File: src/rtl/demux1a4_tdm.sv
// demux1a4_tdm: time-division 1-to-4 demultiplexer with frame-coherent outputs.
// Ports: clk, rst_n, in/valid/sync (TDM line in), outa..outd, S, frame_ok, err, frame_cnt.
module demux1a4_tdm #(
  parameter int W  = 1,
  parameter int CW = 8
) (
  input  logic          clk,
  input  logic          rst_n,
  input  logic [W-1:0]  in,
  input  logic          valid,
  input  logic          sync,
  output logic [W-1:0]  outa,
  output logic [W-1:0]  outb,
  output logic [W-1:0]  outc,
  output logic [W-1:0]  outd,
  output logic [1:0]    S,
  output logic          frame_ok,
  output logic          err,
  output logic [CW-1:0] frame_cnt
);

  logic [1:0]    s_q;
  logic [W-1:0]  stg0_q, stg1_q, stg2_q;
  logic [W-1:0]  outa_q, outb_q, outc_q, outd_q;
  logic          ok_q, err_q;
  logic [CW-1:0] cnt_q;

  // sync on a non-zero slot restarts the frame at slot 0
  logic resync;
  assign resync = valid && sync && (s_q != 2'd0);

  always_ff @(posedge clk or negedge rst_n) begin
    if (!rst_n) begin
      s_q    <= '0;
      stg0_q <= '0;
      stg1_q <= '0;
      stg2_q <= '0;
      outa_q <= '0;
      outb_q <= '0;
      outc_q <= '0;
      outd_q <= '0;
      ok_q   <= 1'b0;
      err_q  <= 1'b0;
      cnt_q  <= '0;
    end else begin
      ok_q  <= 1'b0;
      err_q <= 1'b0;
      if (resync) begin
        stg0_q <= in;
        stg1_q <= '0;
        stg2_q <= '0;
        s_q    <= 2'd1;
        err_q  <= 1'b1;
      end else if (valid) begin
        s_q <= s_q + 2'd1;
        unique case (s_q)
          2'd0: stg0_q <= in;
          2'd1: stg1_q <= in;
          2'd2: stg2_q <= in;
          2'd3: begin
            outa_q <= stg0_q;
            outb_q <= stg1_q;
            outc_q <= stg2_q;
            outd_q <= in;
            cnt_q  <= cnt_q + 1'b1;
            ok_q   <= 1'b1;
          end
          default: ;
        endcase
      end
    end
  end

  assign outa      = outa_q;
  assign outb      = outb_q;
  assign outc      = outc_q;
  assign outd      = outd_q;
  assign S         = s_q;
  assign frame_ok  = ok_q;
  assign err       = err_q;
  assign frame_cnt = cnt_q;

endmodule
File: config.mk
export PLATFORM = sky130hd
export DESIGN_NAME = demux1a4_tdm
export DESIGN_NICKNAME = d
export VERILOG_FILES = /design/src/rtl/demux1a4_tdm.sv
export SDC_FILE = /design/constraint.sdc
export NUM_CORES = 1
export LEC_CHECK = 0
export ABC_AREA = 1
export BUFFER_PORTS_ARGS = -buffer_cell sky130_fd_sc_hd__buf_2
export CORE_MARGIN = 2
export CORE_UTILIZATION = 40
export DETAILED_ROUTE_END_ITERATION = 12
export MAX_ROUTING_LAYER = met4
export PLACE_DENSITY = 0.71
export SLEW_MARGIN = 20
export SYNTH_ARGS = -nofsm -noshare
export SYNTH_HDL_FRONTEND = slang
export SYNTH_SLANG_ARGS = --single-unit
export TNS_END_PERCENT = 5
File: constraint.sdc
create_clock -name clk -period 1.65 [get_ports clk]
set_input_delay 0 -clock clk [delete_from_list [all_inputs] [get_ports clk]]
set_output_delay 0 -clock clk [all_outputs]
set_load 0.1 [all_outputs]
==> impl_metrics.prom <==
# TYPE chip_impl_metric gauge
chip_impl_metric{name="skew",unit="ns"} 0.00276
chip_impl_metric{name="critPathMaxStageDelay",unit="ns"} 0.51
chip_impl_metric{name="timing.critical_path.required",unit="ns"} 1.84
chip_impl_info{name="worstSetupEndpointType",value="flip-flop"} 1
chip_impl_metric{name="io_pins",unit=""} 21
chip_impl_metric{name="internal-power",unit="mW"} 0.914
chip_impl_metric{name="detail_route.drc_violations",unit=""} 0
chip_impl_metric{name="worst-endpoint-arrival",unit="ns"} 1.65
chip_impl_metric{name="final_hold_viol_count",unit=""} 0
chip_impl_metric{name="worst_slew_pin_slew",unit="ns"} 0.485
chip_impl_metric{name="layout.nets",unit=""} 136
chip_impl_metric{name="postLayoutCoreUtil",unit="%"} 51.0
chip_impl_metric{name="wire_length_of_the_first_global_routing_pass",unit="um"} 2770
chip_impl_metric{name="antenna_diode_count",unit=""} 0
chip_impl_metric{name="power_density",unit="mW/mm^2"} 1950
chip_impl_metric{name="reg2reg_depth",unit=""} 7
chip_impl_metric{name="postSynthRegisterBits",unit=""} 19
chip_impl_info{name="layout.cells.most_common_list",value="30 x nand2_1, 20 x buf_2, 12 x dfrtp_1"} 1
chip_impl_info{name="setup_repair_after_global_routing_missed_its_margin",value="false"} 1
chip_impl_metric{name="rows",unit=""} 17
chip_impl_metric{name="mappedNetlistNets",unit=""} 108
chip_impl_metric{name="cts.htree.levels",unit=""} 1
chip_impl_metric{name="postSynthAreaPerCell",unit="sq um"} 9.22
chip_impl_metric{name="grt_antenna_before_repair",unit=""} 0
chip_impl_metric{name="clkSinkCount",unit=""} 19
chip_impl_metric{name="pwr-share-seq",unit="%"} 32.9
chip_impl_metric{name="num_vias",unit=""} 749
chip_impl_metric{name="dp_hpwl",unit="um"} 1220
chip_impl_metric{name="design.core.area",unit="sq mm"} 0.00219
chip_impl_info{name="critical_path.reg2reg.startpoint",value="S[0]"} 1
chip_impl_metric{name="max-cap-violations",unit=""} 0
chip_impl_metric{name="start_util",unit="%"} 42.1
chip_impl_metric{name="numPortBuffers",unit=""} 20
chip_impl_metric{name="max_clock_freq",unit="MHz"} 685
chip_impl_metric{name="postcts_setup_bufs",unit=""} 0
chip_impl_info{name="crit_slowest_cell",value="dfrtp_4"} 1
chip_impl_metric{name="overflow",unit=""} 0
chip_impl_metric{name="synth.yosys.seq_area_share",unit="%"} 51.6
chip_impl_metric{name="die-height",unit="um"} 52.0
chip_impl_metric{name="timing.reg2reg.setup_slack",unit="ns"} 0.19
chip_impl_metric{name="drtPass1Iterations",unit=""} 4
chip_impl_metric{name="final.min_clock_period",unit="ns"} 1.46
chip_impl_info{name="netlist_top_cells_area",value="dfrtp_1 52%, nand2_1 12%, o21ai_0 4.9%"} 1
chip_impl_info{name="worst_hold_path_type",value="in -> async"} 1
chip_impl_metric{name="ant_nets",unit=""} 0
chip_impl_metric{name="netlist_area",unit="sq um"} 922
chip_impl_metric{name="grt_pass1_vias",unit=""} 643
chip_impl_metric{name="latest_clock_arrival_within_the_worst_skew_pair",unit="ns"} 0.30
chip_impl_metric{name="post_drt_via_cell_ratio",unit=""} 4.83
chip_impl_metric{name="synth_cells",unit=""} 100
chip_impl_info{name="startpoint_type",value="flip-flop"} 1
chip_impl_metric{name="gp_routability_congestion",unit=""} 0.722
chip_impl_metric{name="synth_cell_types",unit=""} 20
chip_impl_metric{name="final_wirelength",unit="um"} 1650
chip_impl_info{name="layout.cells.most_common",value="nand2_1"} 1
chip_impl_metric{name="dp_slack",unit="ns"} 0.187
chip_impl_metric{name="power.leakage",unit="nW"} 0.576
chip_impl_metric{name="worst_slew_margin_rel",unit="%"} 67.9
chip_impl_metric{name="stdcell_count",unit=""} 155
chip_impl_metric{name="post-route-period-util",unit="%"} 88.5
chip_impl_metric{name="finalPower",unit="mW"} 2.18
chip_impl_metric{name="max-clock-path-buffers",unit=""} 2
chip_impl_metric{name="power.switching_fraction",unit="%"} 58.0
chip_impl_info{name="yosysTopAreaCell",value="dfrtp_1"} 1
chip_impl_metric{name="comb_power_share",unit="%"} 56.2
chip_impl_metric{name="p_clk_share",unit="%"} 10.8
chip_impl_metric{name="avgRoutedWirePerCell",unit="um"} 10.7
chip_impl_metric{name="post-place-cells",unit=""} 147
chip_impl_info{name="crit_path_cell_trace",value="inv_1 > ha_1 > nor2_8 > inv_4 > nand2_4 > o21ai_0 > nand2_1"} 1
chip_impl_metric{name="peakVddDrop",unit="uV"} 1060
chip_impl_metric{name="slew_viol_final",unit=""} 0
chip_impl_metric{name="chip_width",unit="um"} 52.0
chip_impl_metric{name="synthesis.yosys.warnings",unit=""} 0
chip_impl_metric{name="setup_viol",unit=""} 0
chip_impl_metric{name="gr-usage-all-layers",unit="%"} 14.5
chip_impl_metric{name="first_iter_violations",unit=""} 12
chip_impl_metric{name="cts_made_buffers",unit=""} 3
chip_impl_metric{name="post_route_cells_drive_above_1_share",unit="%"} 32.3
chip_impl_metric{name="synth_top_cell_area_share",unit="%"} 51.6
chip_impl_info{name="root_buf_cell",value="clkbuf_4"} 1
chip_impl_metric{name="final_critical_path_setup_slack",unit="ns"} 0.191
chip_impl_metric{name="floorplan.die_area",unit="sq mm"} 0.00271
chip_impl_info{name="rr_endpoint",value="frame_cnt[3]"} 1
chip_impl_metric{name="cts.reportedPaths.clkPinSlew",unit="ns"} 0.10
chip_impl_metric{name="fin_setup_tns",unit="ns"} 0
chip_impl_info{name="criticalPathCategory",value="reg -> reg"} 1
chip_impl_info{name="run_status",value="completed"} 1
chip_impl_metric{name="n_fill_cell",unit=""} 215
chip_impl_metric{name="grt_max_degree",unit=""} 20
chip_impl_metric{name="critical_path.max_fanout",unit=""} 14
chip_impl_metric{name="switching_power",unit="mW"} 1.26
chip_impl_info{name="cts_tree",value="yes"} 1
chip_impl_metric{name="synthToLayoutAreaGrowth",unit="%"} 21.2
[cells in the mapped netlist]
master,count
nor3_1,1
inv_1,9
nor2_8,1
nand2_2,5
o21ai_1,2
a21oi_1,2
nand2_4,1
nand3b_1,2
nor2_1,5
o21ai_2,2
nand3_1,3
nor2_4,1
nand2_1,30
ha_1,3
o21ai_0,9
buf_12,1
xnor2_1,1
dfrtp_1,19
xor2_1,2
inv_4,1
[critical path: cells and delay by family (launching register included)]
family / cells / cell delay (ns)
AO/OA/AOI/OAI: 1 / 0.17
adder cells (fa/ha/maj): 1 / 0.27
buffers and inverters: 2 / 0.16
flip-flops: 1 / 0.51
AND/OR/NAND/NOR: 3 / 0.26
[cell type report]
class                   instances  area [sq um]  share of cell area [%]
clock buffers                   4          26.3                    2.35
inverters                      10          40.0                    3.58
multi-input cells              70           387                    34.6
flip-flops and latches         19           489                    43.8
well taps                      28          35.0                    3.14
repair buffers                 24           140                    12.5
[through the flow]
step	hold WS [ns]	cell area (sq um)
floorplan	-0.296	936
global route	0.210	1120
detailed placement	-0.0374	1050
finish	0.154	1120
CTS	0.162	1120
global placement	-0.0399	1050
[flip-flops by register name, summed over array words and instances, names as in the netlist]
signal,cells
S,2
frame_cnt,8
stg0_q,1
stg2_q,1
frame_ok,1
outb,1
outc,1
outa,1
stg1_q,1
outd,1
err,1
[per-layer routing]
| metal | wire (um) | vias to the layer above | track usage [%] |
|---|---|---|---|
| li1 | - | 368 | - |
| met1 | 753 | 357 | 16.9 |
| met2 | 787 | 21 | 23.0 |
| met3 | 82 | 3 | 3.45 |
| met4 | 30 | 0 | 7.89 |
| met5 | 0 | - | - |
[logic make-up after synthesis]
| kind of cell | after synthesis | share of synthesized area, % |
|---|---|---|
| AO/OA/AOI/OAI | 15 | 8.96 |
| XOR/XNOR | 3 | 2.85 |
| adder cells (fa/ha/maj) | 3 | 4.07 |
| buffers and inverters | 11 | 6.51 |
| flip-flops | 19 | 51.6 |
| AND/OR/NAND/NOR | 49 | 26.1 |
[worst max-delay path by stage]
| stage | from | end | slack (ns) | depth (start not counted) |
|---|---|---|---|---|
| after floorplan | frame_cnt[6] | frame_cnt[7] | 0.05 | 5 |
| after global placement | S[0] | frame_cnt[3] | 0.23 | 7 |
| after detailed placement | S[0] | frame_cnt[3] | 0.19 | 7 |
| after CTS | S[0] | frame_cnt[3] | 0.17 | 7 |
| after global routing | S[0] | frame_cnt[3] | 0.06 | 7 |
| final | S[0] | frame_cnt[3] | 0.19 | 7 |
[power groups by stage]
stage	clock, mW	sequential, mW	combinational, mW
finish	0.236	0.717	1.22
global route	0.259	0.740	1.29
CTS	0.244	0.721	1.24
detailed placement	0	0.731	1.22
global placement	0	0.722	1.22
floorplan	0	1.49	0.275
[what timing repair did]
| action | 4_1_cts | 5_1_grt |
|---|---|---|
| hold buffers | 4 | 0 |
| endpoints found under the hold margin | 23 | 0 |
| endpoints found under the setup margin | 0 | 0 |
| gates resized for setup | 0 | 0 |
(Power assumes the default switching activity.)
